File: config.mk
export PLATFORM = sky130hd
export DESIGN_NAME = exe_stage
export DESIGN_NICKNAME = d
export VERILOG_FILES = /design/src/rtl/exe_stage.sv
export SDC_FILE = /design/constraint.sdc
export NUM_CORES = 1
export LEC_CHECK = 0
export BUFFER_PORTS_ARGS = -buffer_cell sky130_fd_sc_hd__clkbuf_2
export CELL_PAD_IN_SITES_DETAIL_PLACEMENT = 0
export CELL_PAD_IN_SITES_GLOBAL_PLACEMENT = 1
export CORE_ASPECT_RATIO = 2
export CORE_MARGIN = 2
export CORE_UTILIZATION = 48
export CTS_CLUSTER_DIAMETER = 50
export DETAILED_ROUTE_END_ITERATION = 8
export PLACE_DENSITY = 0.94
export SYNTH_ARGS = -nofsm -noshare
export SYNTH_HDL_FRONTEND = slang
export SYNTH_SLANG_ARGS = --single-unit
export TNS_END_PERCENT = 20
File: constraint.sdc
create_clock -name clk -period 6.2 [get_ports clk]
set_input_delay 0.93 -clock clk [delete_from_list [all_inputs] [get_ports clk]]
set_output_delay 0.93 -clock clk [all_outputs]
set_load 0.05 [all_outputs]
File: src/rtl/exe_stage.sv
// Execute stage of the 16-bit pipeline: ALU, branch/JAL resolution, an iterative
// shift-add multiplier and the EX/MEM register that feeds the memory stage.
module exe_stage #(
   parameter int WIDTH      = 16,
   parameter int MUL_CYCLES = 16
) (
   input  logic             clk,
   input  logic             rst,
   input  logic [WIDTH-1:0] next_pc,
   input  logic [WIDTH-1:0] imm,
   input  logic [WIDTH-1:0] rdata1,
   input  logic [WIDTH-1:0] rdata2,
   input  logic [WIDTH-1:0] b,
   input  logic [2:0]       alu_op,
   input  logic             reg_wen,
   input  logic             mem_wen,
   input  logic             mem_ren,
   input  logic             mem_to_reg,
   input  logic [3:0]       reg_waddr,
   input  logic             branch,
   input  logic             jal,
   output logic [WIDTH-1:0] result_out,
   output logic [WIDTH-1:0] store_data_out,
   output logic             reg_wen_out,
   output logic             mem_wen_out,
   output logic             mem_ren_out,
   output logic             mem_to_reg_out,
   output logic [3:0]       reg_waddr_out,
   output logic             flush,
   output logic [WIDTH-1:0] target_pc,
   output logic             stall
);
   localparam int SH_W  = $clog2(WIDTH);
   localparam int CNT_W = (MUL_CYCLES > 1) ? $clog2(MUL_CYCLES) : 1;
   localparam logic [CNT_W-1:0] LAST = CNT_W'(MUL_CYCLES - 1);

   typedef enum logic {IDLE, BUSY} state_t;

   state_t           state_reg, state_next;
   logic [CNT_W-1:0] count_reg, count_next;
   logic [WIDTH-1:0] a_reg, b_reg, acc_reg;
   logic [WIDTH-1:0] mul_store_reg;
   logic [3:0]       mul_waddr_reg;
   logic             mul_reg_wen_reg, mul_mem_wen_reg, mul_mem_ren_reg, mul_mem_to_reg_reg;
   logic [WIDTH-1:0] alu_result, addend, acc_sum;
   logic             mul_trigger, mul_last, stall_int;

   always_comb begin
      alu_result = '0;
      case (alu_op)
         3'd0:    alu_result = rdata1 + b;
         3'd1:    alu_result = rdata1 - b;
         3'd2:    alu_result = rdata1 & b;
         3'd3:    alu_result = rdata1 | b;
         3'd4:    alu_result = rdata1 ^ b;
         3'd5:    alu_result = rdata1 << b[SH_W-1:0];
         3'd6:    alu_result = rdata1 >> b[SH_W-1:0];
         default: alu_result = '0;
      endcase
   end

   assign mul_trigger = (alu_op == 3'd7) && reg_wen;
   assign mul_last    = (state_reg == BUSY) && (count_reg == LAST);
   // b_reg shifts right each iteration, so bit 0 is always the current multiplier bit
   assign addend      = b_reg[0] ? (a_reg << count_reg) : '0;
   assign acc_sum     = acc_reg + addend;

   always_comb begin
      state_next = state_reg;
      count_next = count_reg;
      stall_int  = 1'b0;
      case (state_reg)
         IDLE: begin
            if (mul_trigger) begin
               stall_int  = 1'b1;
               state_next = BUSY;
               count_next = '0;
            end
         end
         BUSY: begin
            if (mul_last) begin
               state_next = IDLE;
               count_next = '0;
            end else begin
               stall_int  = 1'b1;
               count_next = count_reg + 1'b1;
            end
         end
         default: state_next = IDLE;
      endcase
   end

   // Redirect outputs are forced low during reset so the held pipeline sees no spurious flush
   assign stall     = rst && stall_int;
   assign flush     = rst && (state_reg == IDLE) && (jal || (branch && (rdata1 == '0)));
   assign target_pc = rst ? (next_pc + imm) : '0;

   always_ff @(posedge clk or negedge rst) begin
      if (!rst) begin
         state_reg <= IDLE;
         count_reg <= '0;
      end else begin
         state_reg <= state_next;
         count_reg <= count_next;
      end
   end

   always_ff @(posedge clk or negedge rst) begin
      if (!rst) begin
         a_reg              <= '0;
         b_reg              <= '0;
         acc_reg            <= '0;
         mul_store_reg      <= '0;
         mul_waddr_reg      <= '0;
         mul_reg_wen_reg    <= 1'b0;
         mul_mem_wen_reg    <= 1'b0;
         mul_mem_ren_reg    <= 1'b0;
         mul_mem_to_reg_reg <= 1'b0;
      end else if (state_reg == IDLE && mul_trigger) begin
         a_reg              <= rdata1;
         b_reg              <= b;
         acc_reg            <= '0;
         mul_store_reg      <= rdata2;
         mul_waddr_reg      <= reg_waddr;
         mul_reg_wen_reg    <= reg_wen;
         mul_mem_wen_reg    <= mem_wen;
         mul_mem_ren_reg    <= mem_ren;
         mul_mem_to_reg_reg <= mem_to_reg;
      end else if (state_reg == BUSY) begin
         acc_reg <= acc_sum;
         b_reg   <= b_reg >> 1;
      end
   end

   always_ff @(posedge clk or negedge rst) begin
      if (!rst) begin
         result_out     <= '0;
         store_data_out <= '0;
         reg_wen_out    <= 1'b0;
         mem_wen_out    <= 1'b0;
         mem_ren_out    <= 1'b0;
         mem_to_reg_out <= 1'b0;
         reg_waddr_out  <= '0;
      end else if (mul_last) begin
         result_out     <= acc_sum;
         store_data_out <= mul_store_reg;
         reg_wen_out    <= mul_reg_wen_reg;
         mem_wen_out    <= mul_mem_wen_reg;
         mem_ren_out    <= mul_mem_ren_reg;
         mem_to_reg_out <= mul_mem_to_reg_reg;
         reg_waddr_out  <= mul_waddr_reg;
      end else if (state_reg == BUSY || mul_trigger) begin
         // bubble: control cleared, data fields left as they were
         reg_wen_out    <= 1'b0;
         mem_wen_out    <= 1'b0;
         mem_ren_out    <= 1'b0;
         mem_to_reg_out <= 1'b0;
      end else begin
         result_out     <= jal ? next_pc : alu_result;
         store_data_out <= rdata2;
         reg_wen_out    <= reg_wen;
         mem_wen_out    <= mem_wen;
         mem_ren_out    <= mem_ren;
         mem_to_reg_out <= mem_to_reg;
         reg_waddr_out  <= reg_waddr;
      end
   end
endmodule

-- Word-level counts from Yosys, hierarchy flattened
Index checks and enable logic that the tools add are counted.
W data, S select, Z words.
- register bits: 117
- input port bits: 95
- output and inout port bits: 58
- logic and storage cells: 80
- $add $sub $neg: 5
- equality and inequality tests: 10
- shift-type cells: 3
- multiplexer cells: 28
- bitwise logic cells: 4
- reductions and logical operators: 12
- operators with widths (operator ; count):
    $mux W16 ; 11
    $pmux W16 S7 ; 1
    $add A16 B16 Y16 ; 3
    $shl A16 B4 Y16 ; 2
    $and A16 B16 Y16 ; 1
    $logic_not A16 Y1 ; 1
    $mux W4 ; 4
    $or A16 B16 Y16 ; 1
    $shr A16 B4 Y16 ; 1
    $sub A16 B16 Y16 ; 1
    $xor A16 B16 Y16 ; 1
    $eq A3 B3 Y1 const B ; 4
    $mux W1 ; 10
    $pmux W4 S2 ; 1
    $logic_and A1 B1 Y1 ; 7
    $eq A3 B2 Y1 const B ; 2
    $add A4 B1 Y4 const B ; 1
    $eq A4 B4 Y1 const B ; 1
    $ne A2 B2 Y1 const B ; 2
    $eq A3 B1 Y1 const B ; 1
    $logic_not A3 Y1 ; 1
    $logic_or A1 B1 Y1 ; 2
    $pmux W1 S2 ; 1
    $reduce_bool A2 Y1 ; 1
    $not A1 Y1 ; 1

-- Depth between registers and ports, before layout
Gate-level depths: netlist (run 1).
- depth in word-level cells: 5
- depth in mapped cells: 17

-- Worst setup path before layout (run 1)
Ideal clock, no wire load.
- kind: input port to output port
- from: input next_pc[0]
- to: output target_pc[14]
- arrival: 3.525 ns
- required time: 5.270 ns
- setup slack: 1.745 ns
- stages: 9
- buffers on the path: 0
- cell sequence: ha_1 > fa_1 > a21o_1 > a211o_1 > o211ai_1 > a31oi_1 > a311oi_1 > a21oi_1 > mux2i_1
- cells in the longest elaborated chain, start to end: 2
- ends and longest elaborated chain (element ; line ; text):
    from (decl) ; 9 ; input logic [WIDTH-1:0] next_pc,
    $add A16 B16 Y16 ; 96 ; assign target_pc = rst ? (next_pc + imm) : '0;
    $mux W16 ; 96 ;
    to (decl) ; 30 ; output logic [WIDTH-1:0] target_pc,
No other way between the ends.

-- Worst setup path after layout (run 1)
Same ends and word-level chain as after synthesis.

==> results of run 1 <==
## final timing paths
check	end	slack, ns	cells past startpoint
min in group clk	store_data_out[2]$_DFFE_PN0P_	0.48	2
worst min-delay path	mul_store_reg[14]$_DFFE_PN0P_	0.42	1
worst max-delay path	target_pc[14]	1.78	11
max in group asynchronous	store_data_out[4]$_DFFE_PN0P_	4.77	2
worst min register to register	store_data_out[2]$_DFFE_PN0P_	0.48	2
worst max register to register	result_out[13]$_DFFE_PN0P_	2.13	14
## worst reg2reg max path: stages, from the launching register on
cell	delay [ns]
dfrtp_1	0.96
mux2_2	0.43
o21ai_0	0.20
nor2_1	0.06
a21oi_1	0.17
o22ai_1	0.10
and2_1	0.21
ha_1	0.36
o21a_1	0.23
a21oi_1	0.27
o31ai_1	0.17
a211o_1	0.31
a21oi_1	0.15
xor2_1	0.22
a211oi_1	0.10
## logic make-up after synthesis
family	count (synthesis)	share of synthesized area
multiplexers	115	0.136
adder cells (fa/ha/maj)	83	0.104
AND/OR/NAND/NOR	340	0.151
AO/OA/AOI/OAI	350	0.230
buffers and inverters	124	0.0475
flip-flops	117	0.288
XOR/XNOR	50	0.0431
## power breakdown
part / leakage, nW / internal, W / total (W) / switching [W]
Combinational: 3.73 / 0.000856 / 0.00241 / 0.00156
Sequential: 1.47 / 0.00110 / 0.00142 / 0.000320
Clock: 0.279 / 0.000604 / 0.000980 / 0.000376
Total: 5.48 / 0.00256 / 0.00481 / 0.00225
## final cells by class
cell class                      count  area, um2  share of cell area
Clock buffer                       18        439              0.0376
Clock inverter                     14        153              0.0131
Inverter                           45        169              0.0145
Multi-Input combinational cell    938       6770               0.580
Sequential cell                   117       2930               0.251
Tap cell                          269        337              0.0288
Timing Repair Buffer              167        880              0.0754
## layer usage
layer | GRT usage | vias to the layer above | wire (um)
met5 | 0 | - | 0
met4 | 0.232 | 0 | 2880
met3 | 0.0385 | 137 | 1840
met2 | 0.602 | 435 | 19600
met1 | 0.325 | 4769 | 12300
li1 | - | 4555 | -
## layout by cell type (no fill, tap or decap), types with 7 or more instances in the layout
cell type	count
dfrtp_1	116
a211oi_1	21
o31ai_1	8
mux2i_1	44
o211ai_1	11
clkbuf_16	17
nor2_1	84
nor2b_1	10
inv_1	42
buf_4	15
ha_1	80
nand2_1	147
a221oi_1	8
a21o_1	11
a22o_1	9
xnor2_1	41
and2_1	20
nand3_1	15
clkbuf_2	151
nor3_1	15
o21a_1	12
nand2b_1	7
mux2_2	58
or3_1	9
mux4_2	13
a22oi_1	35
a31oi_1	18
a21oi_1	75
xor2_1	9
o22ai_1	24
o21ai_0	67
## synth_stat cells (12+ instances only)
| cell | count |
|---|---|
| nand2_1 | 147 |
| dfrtp_1 | 117 |
| nor2_1 | 85 |
| ha_1 | 80 |
| a21oi_1 | 75 |
| o21ai_0 | 67 |
| clkbuf_1 | 59 |
| mux2_2 | 58 |
| mux2i_1 | 44 |
| inv_1 | 42 |
| xnor2_1 | 41 |
| a22oi_1 | 35 |
| o22ai_1 | 24 |
| a211oi_1 | 21 |
| and2_1 | 20 |
| a31oi_1 | 18 |
| nand3_1 | 15 |
| nor3_1 | 15 |
| mux4_2 | 13 |
| o21a_1 | 12 |
## metrics by stage
step                cell area (um2)  total power (W)  hold WS [ns]   util
floorplan                     10200          0.00314         0.440      -
global route                  11700          0.00508         0.444  0.558
detailed placement            11100          0.00381         0.466  0.529
global placement              11100          0.00376         0.453  0.529
finish                        11700          0.00481         0.422  0.558
CTS                           11700          0.00480         0.426  0.558
==> results.toml, run 1 <==
[clocking]
cts_made_buffers = 17
htreeDepth = 4
cts_resized = 0
clock_latency_ns = 0.42
clock-sinks = 117
clk_pin_slew_ns = 0.06
cts_setup_buffers = 0
cts_tree = "done"
cts_hold_buf = 0
cts_root_buf = "clkbuf_16"
cts_buffer_depth = 2

[sta]
worstMarginPinSlew_ns = 1.18
period_share = 0.713
slew_viol_final = 0
min_period_ns = 4.42
tns_ns = 0
relSlewSlack = 0.212
skew_ns = 0.00576
fin_ws_ns = 1.78
max_freq_mhz = 226
rsz0062_at_grt = "no"
setup_viol = 0
hold_viol = 0

[critical_path]
crit_path_top_delay_cell = "a311oi_1"
path_buf_inv = 2
crit_top_cell = "clkbuf_2"
cp.required_ns = 5.27
critPathKind = "in -> out"
max_stage_delay_ns = 0.43
cp-end-kind = "output port"
crit_chain = "clkbuf_2 -> ha_1 -> fa_1 -> a21o_1 -> a211o_1 -> o211ai_1 -> a31oi_1 -> a311oi_1 -> a21oi_1 -> mux2i_1 -> clkbuf_2"
cpLargestDelayFamily = "compound AO/OA/AOI/OAI gates"
rr_startpoint = "count_reg[1]$_DFFE_PN0P_"
critPathArrivalTime_ns = 3.49
worstSetupStartpointType = "input port"
critPathLaunch = "next_pc[0]"
critPathMaxFanout = 3

[global_route]
overflow = 0
grt_pass1_vias = 9701
grt_max_degree = 53
grt_antenna_before_repair = 0
track_usage = 0.324
grt_pass1_wl_um = 54700

[yosys]
yosys_most_used_dff = "dfrtp_1"
ys_ff_latch = 117
avgSynthCellArea_um2 = 8.62
synth.net_count = 1357
synth_area_mm2 = 0.0102
netlist.area_leader.share = 0.288
synthArstFlopShare = 1.00
synth_edf_count = 0
yosysSeqAreaShare = 0.288
ys_warn_count = 0
ys_top_cells_by_area = "dfrtp_1 29%, ha_1 9.8%, mux2_2 6.4%"
synth_top_cell_by_area = "dfrtp_1"
syn_inst = 1179
synth_cell_types = 72

[placed_design]
dp.cells = 1536
port_buffers = 152
dpl.hpwl_um = 28000
pre_cts_slack_ns = 1.73
gp_congestion = 1.06

[die]
coreArea_mm2 = 0.0209
die_area_mm2 = 0.0224
die_width_um = 107
initial_core_util = 0.486
core.rowCount = 75
num_io_pins = 153
chipHeight_um = 210

[final_layout]
n_fill_cell = 1958
area_growth_pct = 14.8
fin_cells = 1568
diodes = 0
layout-drive-gt1-share = 0.219
nets = 1464

[routing]
route.vias.total = 9896
drt_iter0_markers = 694
post_drt_wl_per_cell_um = 23.3
via_per_inst = 6.31
drc = 0
wirelength_um = 36600
antenna_left = 0
drt-pass1-iter-count = 7

[status]
status = "complete, no violations"

[worst_hold_path]
hold_class = "in -> async"

[flow_run]
maxCapViolCount = 0

[power_and_ir_drop]
power_leakage_nw = 5.48
power_density_mw_per_mm2 = 412
peakVddDrop_uv = 284
No activity file was read; power rests on OpenSTA's default activity.
==> run 2, diff against run 1 <==
--- a/config.mk
+++ b/config.mk
@@ -5,15 +5,16 @@
 export SDC_FILE = /design/constraint.sdc
 export NUM_CORES = 1
 export LEC_CHECK = 0
+export ABC_AREA = 1
 export BUFFER_PORTS_ARGS = -buffer_cell sky130_fd_sc_hd__clkbuf_2
 export CELL_PAD_IN_SITES_DETAIL_PLACEMENT = 0
 export CELL_PAD_IN_SITES_GLOBAL_PLACEMENT = 1
 export CORE_ASPECT_RATIO = 2
 export CORE_MARGIN = 2
-export CORE_UTILIZATION = 48
+export CORE_UTILIZATION = 41
 export CTS_CLUSTER_DIAMETER = 50
 export DETAILED_ROUTE_END_ITERATION = 8
-export PLACE_DENSITY = 0.94
+export PLACE_DENSITY = 0.87
 export SYNTH_ARGS = -nofsm -noshare
 export SYNTH_HDL_FRONTEND = slang
 export SYNTH_SLANG_ARGS = --single-unit
==> constraint.sdc (replaced) <==
create_clock -name clk -period 4.25 [get_ports clk]
set_input_delay 0.6375 -clock clk [delete_from_list [all_inputs] [get_ports clk]]
set_output_delay 0.6375 -clock clk [all_outputs]
set_load 0.05 [all_outputs]
==> results.toml, run 2 <==
[sta]
relSlewSlack = 0.277
period_share = 0.876
slew_viol_final = 0
rsz0062_at_grt = "no"
worstMarginPinSlew_ns = 1.08
tns_ns = 0
skew_ns = 0.00921
hold_viol = 0
fin_ws_ns = 0.527
max_freq_mhz = 269
setup_viol = 0
min_period_ns = 3.72

[critical_path]
worstSetupStartpointType = "register"
critPathArrivalTime_ns = 4.05
critPathKind = "reg -> reg"
critPathMaxFanout = 18
crit_path_top_delay_cell = "dfrtp_1"
path_buf_inv = 2
crit_top_cell = "nand2_1"
crit_chain = "clkinv_1 -> nand2_1 -> o21ai_0 -> nand2_1 -> o21ai_0 -> nor2_1 -> ha_1 -> a21oi_1 -> o21ai_0 -> a21oi_1 -> nand2_1 -> nor2_1 -> o21ai_0 -> nand2_1 -> inv_1 -> nand2_1 -> nand2_1"
cp.required_ns = 4.58
max_stage_delay_ns = 0.65
cp-end-kind = "register"
cpLargestDelayFamily = "simple AND/OR/NAND/NOR gates"

[placed_design]
gp_congestion = 1.02
pre_cts_slack_ns = 0.550
postPlaceCellArea_mm2 = 0.0115
dpl.hpwl_um = 31300
port_buffers = 152

[yosys]
synth_compound_area_frac = 0.168
synth.net_count = 1785
ys_top_cells_by_area = "dfrtp_1 28%, nand2_1 20%, ha_1 9.7%"
synth_edf_count = 0
synth_fa_ha_area_frac = 0.102
muxShareOfSynthArea = 0.000965
yosysMostFrequentCell = "nand2_1"
synth-xor-area-share = 0.0253
synth_top_family_by_area = "simple AND/OR/NAND/NOR gates"
synthArstFlopShare = 1.00
synthTopCellsByCount = "550 x nand2_1, 166 x inv_1, 126 x nand3_1, 123 x o21ai_0, 117 x dfrtp_1"
ys_ff_latch = 117
yosys.area_share.simple = 0.333
synth_area_mm2 = 0.0104
yosysSeqAreaShare = 0.282
avgSynthCellArea_um2 = 6.45
ys_warn_count = 0
syn_inst = 1607
synth_top_cell_by_area = "dfrtp_1"
netlist.area_leader.share = 0.282
synth_cell_types = 43
yosys_most_used_dff = "dfrtp_1"

[routing]
drc = 0
drt_iter0_markers = 662
drt-pass1-iter-count = 8
antenna_left = 0
via_per_inst = 5.47
route.vias.total = 11400
post_drt_wl_per_cell_um = 19.1
wirelength_um = 39800

[global_route]
track_usage = 0.307
overflow = 0
grt_antenna_before_repair = 0
grt_pass1_wl_um = 61500
grt_max_degree = 71
grt_pass1_vias = 11500

[final_layout]
final_cell_mix = "550 x nand2_1, 166 x inv_1, 150 x clkbuf_2"
area_growth_pct = 15.9
layout-drive-gt1-share = 0.127
final_common_cell = "nand2_1"
nets = 1912
final_area_mm2 = 0.0120
regArea_mm2 = 0.00293
multi_input_area_mm2 = 0.00653
n_fill_cell = 2662
diodes = 0

[die]
die_area_mm2 = 0.0267
core.rowCount = 82
coreArea_mm2 = 0.0249
chipHeight_um = 229
die_width_um = 116
initial_core_util = 0.416
num_io_pins = 153

[power_and_ir_drop]
peakVddDrop_uv = 300
power_density_mw_per_mm2 = 569
power_leakage_nw = 6.41

[worst_hold_path]
hold_class = "in -> async"

[clocking]
cts_root_buf = "clkbuf_16"
clock-sinks = 117
cts_tree = "done"
cts_buffer_depth = 2
cts_setup_buffers = 0
cts_hold_buf = 0
clock_latency_ns = 0.44
clk_pin_slew_ns = 0.06
cts_made_buffers = 17
htreeDepth = 4
cts_resized = 0

[flow_run]
maxCapViolCount = 0

[status]
status = "complete, no violations"
run 2: cell count changes after synthesis, sizes merged, moves of 35 or more:
cell / before / now
a22oi: 35 / 0
inv: 43 / 175
mux2: 58 / 0
mux2i: 44 / 1
nand2: 147 / 550
nand3: 15 / 126
o21ai: 68 / 125
run 2: cells by family after synthesis:
family	count (synthesis)
AO/OA/AOI/OAI	298
adder cells (fa/ha/maj)	83
flip-flops	117
AND/OR/NAND/NOR	838
buffers and inverters	240
multiplexers	1
XOR/XNOR	30
run 2: power breakdown:
group	internal, W	total (W)	leakage (nW)	switching [W]
Combinational	0.00102	0.00355	4.66	0.00253
Sequential	0.00160	0.00192	1.48	0.000318
Clock	0.000769	0.00138	0.270	0.000612
run 2: metal layers:
layer,track usage,routed length (um)
met5,0,0
met2,0.551,21000
met4,0.237,3560
met3,0.0411,1600
met1,0.307,13700
run 2: final timing paths:
path	to	slack, ns	startpoint	cells past startpoint
min in group clk	mul_mem_wen_reg$_DFFE_PN0P_	0.43	mem_wen	3
max in group asynchronous	store_data_out[11]$_DFFE_PN0P_	2.46	rst	3
setup reg to reg	result_out[11]$_DFFE_PN0P_	0.53	count_reg[1]$_DFFE_PN0P_	17
hold reg to reg	mul_reg_wen_reg$_DFFE_PN0P_	0.45	mul_reg_wen_reg$_DFFE_PN0P_	2
hold / removal	reg_waddr_out[2]$_DFFE_PN0P_	0.04	rst	1
setup / recovery	result_out[11]$_DFFE_PN0P_	0.53	count_reg[1]$_DFFE_PN0P_	17
run 2: per-stage QoR:
stage	cells	hold WS [ns]	utilization	power [W]
after floorplan	1607	0.342	-	0.00441
after global placement	2051	0.433	0.460	0.00540
after detailed placement	2051	0.437	0.460	0.00545
after CTS	2083	0.0322	0.482	0.00686
after global routing	2083	0.0348	0.482	0.00732
final	2083	0.0411	0.482	0.00684
run 2: final cells by class:
| class | count | share of cell area |
|---|---|---|
| clock buffer | 17 | 0.0354 |
| clock inverter | 15 | 0.0116 |
| inverter | 179 | 0.0559 |
| multi-input combinational | 1250 | 0.543 |
| sequential | 117 | 0.244 |
| tap | 336 | 0.0350 |
| timing repair buffer | 169 | 0.0754 |
==> run 3, diff against run 2 <==
--- a/config.mk
+++ b/config.mk
@@ -15,6 +15,7 @@
 export CTS_CLUSTER_DIAMETER = 50
 export DETAILED_ROUTE_END_ITERATION = 8
 export PLACE_DENSITY = 0.87
+export RECOVER_POWER = 50
 export SYNTH_ARGS = -nofsm -noshare
 export SYNTH_HDL_FRONTEND = slang
 export SYNTH_SLANG_ARGS = --single-unit
==> results.toml, run 3 (synthesis gave the netlist of run 2 again) <==
[status]
status = "finished with violations"
violations = "max-capacitance violations, max-slew violations"

[sta]
min_period_ns = 3.71
max_freq_mhz = 270
hold_viol = 0
period_share = 0.872
relSlewSlack = -0.323
worstMarginPinSlew_ns = 1.98
slew_viol_final = 109
setup_viol = 0
rsz0062_at_grt = "no"
skew_ns = 0.00882
tns_ns = 0

[final_layout]
layout-drive-gt1-share = 0.101
final_cell_mix = "550 x nand2_1, 167 x inv_1, 126 x nand3_1"
nets = 1912
n_fill_cell = 2689
diodes = 0
area_growth_pct = 15.3
utilization = 0.479
final_common_cell = "nand2_1"

[routing]
drc = 0
route.vias.total = 11400
topRoutingLayerUsed = "met4"
met2WireLength_um = 21000
drt-pass1-iter-count = 7
wirelength_um = 40000
via_per_inst = 5.48
drt_iter0_markers = 685
antenna_left = 0
post_drt_wl_per_cell_um = 19.2
wl_met1_um = 13800
wl_met3_um = 1660

[power_and_ir_drop]
power_leakage_nw = 6.27
power_density_mw_per_mm2 = 569
peakVddDrop_uv = 298

[clocking]
cts_setup_buffers = 0
clk_pin_slew_ns = 0.06
clock_latency_ns = 0.44
cts_hold_buf = 0
cts_tree = "done"
cts_buffer_depth = 2
cts_root_buf = "clkbuf_16"
htreeDepth = 4
cts_resized = 0
cts_made_buffers = 17
clock-sinks = 117

[placed_design]
dpl.hpwl_um = 31300
port_buffers = 152
gp_congestion = 1.02

[critical_path]
r2r_slack_ns = 0.54
crit_top_cell = "nand2_1"
cp-end-kind = "register"
cp.required_ns = 4.58
critPathMaxFanout = 18
critPathLaunch = "count_reg[1]$_DFFE_PN0P_"
ff2ff_path_depth = 17
rr_startpoint = "count_reg[1]$_DFFE_PN0P_"
critPathKind = "reg -> reg"
crit_path_top_delay_cell = "dfrtp_1"
worstSetupStartpointType = "register"
critPathArrivalTime_ns = 4.03
worstReg2RegEnd = "result_out[11]$_DFFE_PN0P_"
crit_chain = "clkinv_1 -> nand2_1 -> o21ai_0 -> nand2_1 -> o21ai_0 -> nor2_1 -> ha_1 -> a21oi_1 -> o21ai_0 -> a21oi_1 -> nand2_1 -> nor2_1 -> o21ai_0 -> nand2_1 -> inv_1 -> nand2_1 -> nand2_1"
max_stage_delay_ns = 0.66

[die]
initial_core_util = 0.416
coreArea_mm2 = 0.0249
die_area_mm2 = 0.0267
chipHeight_um = 229
die_width_um = 116
num_io_pins = 153
core.rowCount = 82

[worst_hold_path]
hold_class = "in -> async"

[global_route]
grt_pass1_vias = 11500
track_usage = 0.307
overflow = 0
grt_pass1_wl_um = 61500
grt_antenna_before_repair = 0
grt_max_degree = 71

[flow_run]
maxCapViolCount = 2
-- run 3: cell types whose count changed in the layout (fill, tap and decap cells not counted), sizes merged --
| cell | change |
|---|---|
| clkbuf | +5 |
| buf | -5 |
-- run 3: worst max-delay path by stage --
stage | slack [ns] | cells past startpoint | endpoint
floorplan | 0.91 | 13 | target_pc[10]
global placement | 0.57 | 17 | result_out[11]$_DFFE_PN0P_
detailed placement | 0.55 | 20 | result_out[7]$_DFFE_PN0P_
CTS | 0.59 | 17 | result_out[11]$_DFFE_PN0P_
global route | 0.20 | 3 | store_data_out[11]$_DFFE_PN0P_
finish | 0.54 | 17 | result_out[11]$_DFFE_PN0P_
-- run 3: critical path: cells and delay by family, from the launching register on --
| kind | cells | cell delay (ns) |
|---|---|---|
| simple gates | 8 | 0.99 |
| compound gates | 6 | 0.98 |
| flops | 1 | 0.66 |
| buf+inv | 2 | 0.60 |
| fa+ha+maj | 1 | 0.36 |
-- run 3: area by class of cell --
cell class	instances	area [um2]	share of cell area
Clock buffer	17	425	0.0356
Clock inverter	15	139	0.0116
Inverter	179	672	0.0562
Multi-Input combinational cell	1250	6530	0.546
Sequential cell	117	2930	0.245
Tap cell	336	420	0.0352
Timing Repair Buffer	169	840	0.0702
-- run 3: layer usage --
metal,global-route usage,vias up
met2,0.551,420
met4,0.237,0
met3,0.0411,177
met1,0.307,5279
met5,0,-
li1,-,5529
-- run 3: power breakdown --
part	internal [W]	total, W	switching [W]	leakage, nW
sequential	0.00160	0.00192	0.000318	1.48
combinational	0.000969	0.00350	0.00253	4.52
clock	0.000770	0.00138	0.000611	0.270
total	0.00334	0.00680	0.00346	6.27
-- run 3: metrics by stage --
step / instances / setup WS [ns] / power [W] / hold slack [ns] / cell area [um2]
5_1_grt: 2083 / 0.198 / 0.00727 / 0.284 / 12000
3_3_place_gp: 2051 / 0.573 / 0.00540 / 0.433 / 11500
3_5_place_dp: 2051 / 0.550 / 0.00545 / 0.437 / 11500
2_1_floorplan: 1607 / 0.906 / 0.00441 / 0.342 / 10400
4_1_cts: 2083 / 0.588 / 0.00686 / 0.0322 / 12000
6_report: 2083 / 0.542 / 0.00680 / 0.258 / 12000
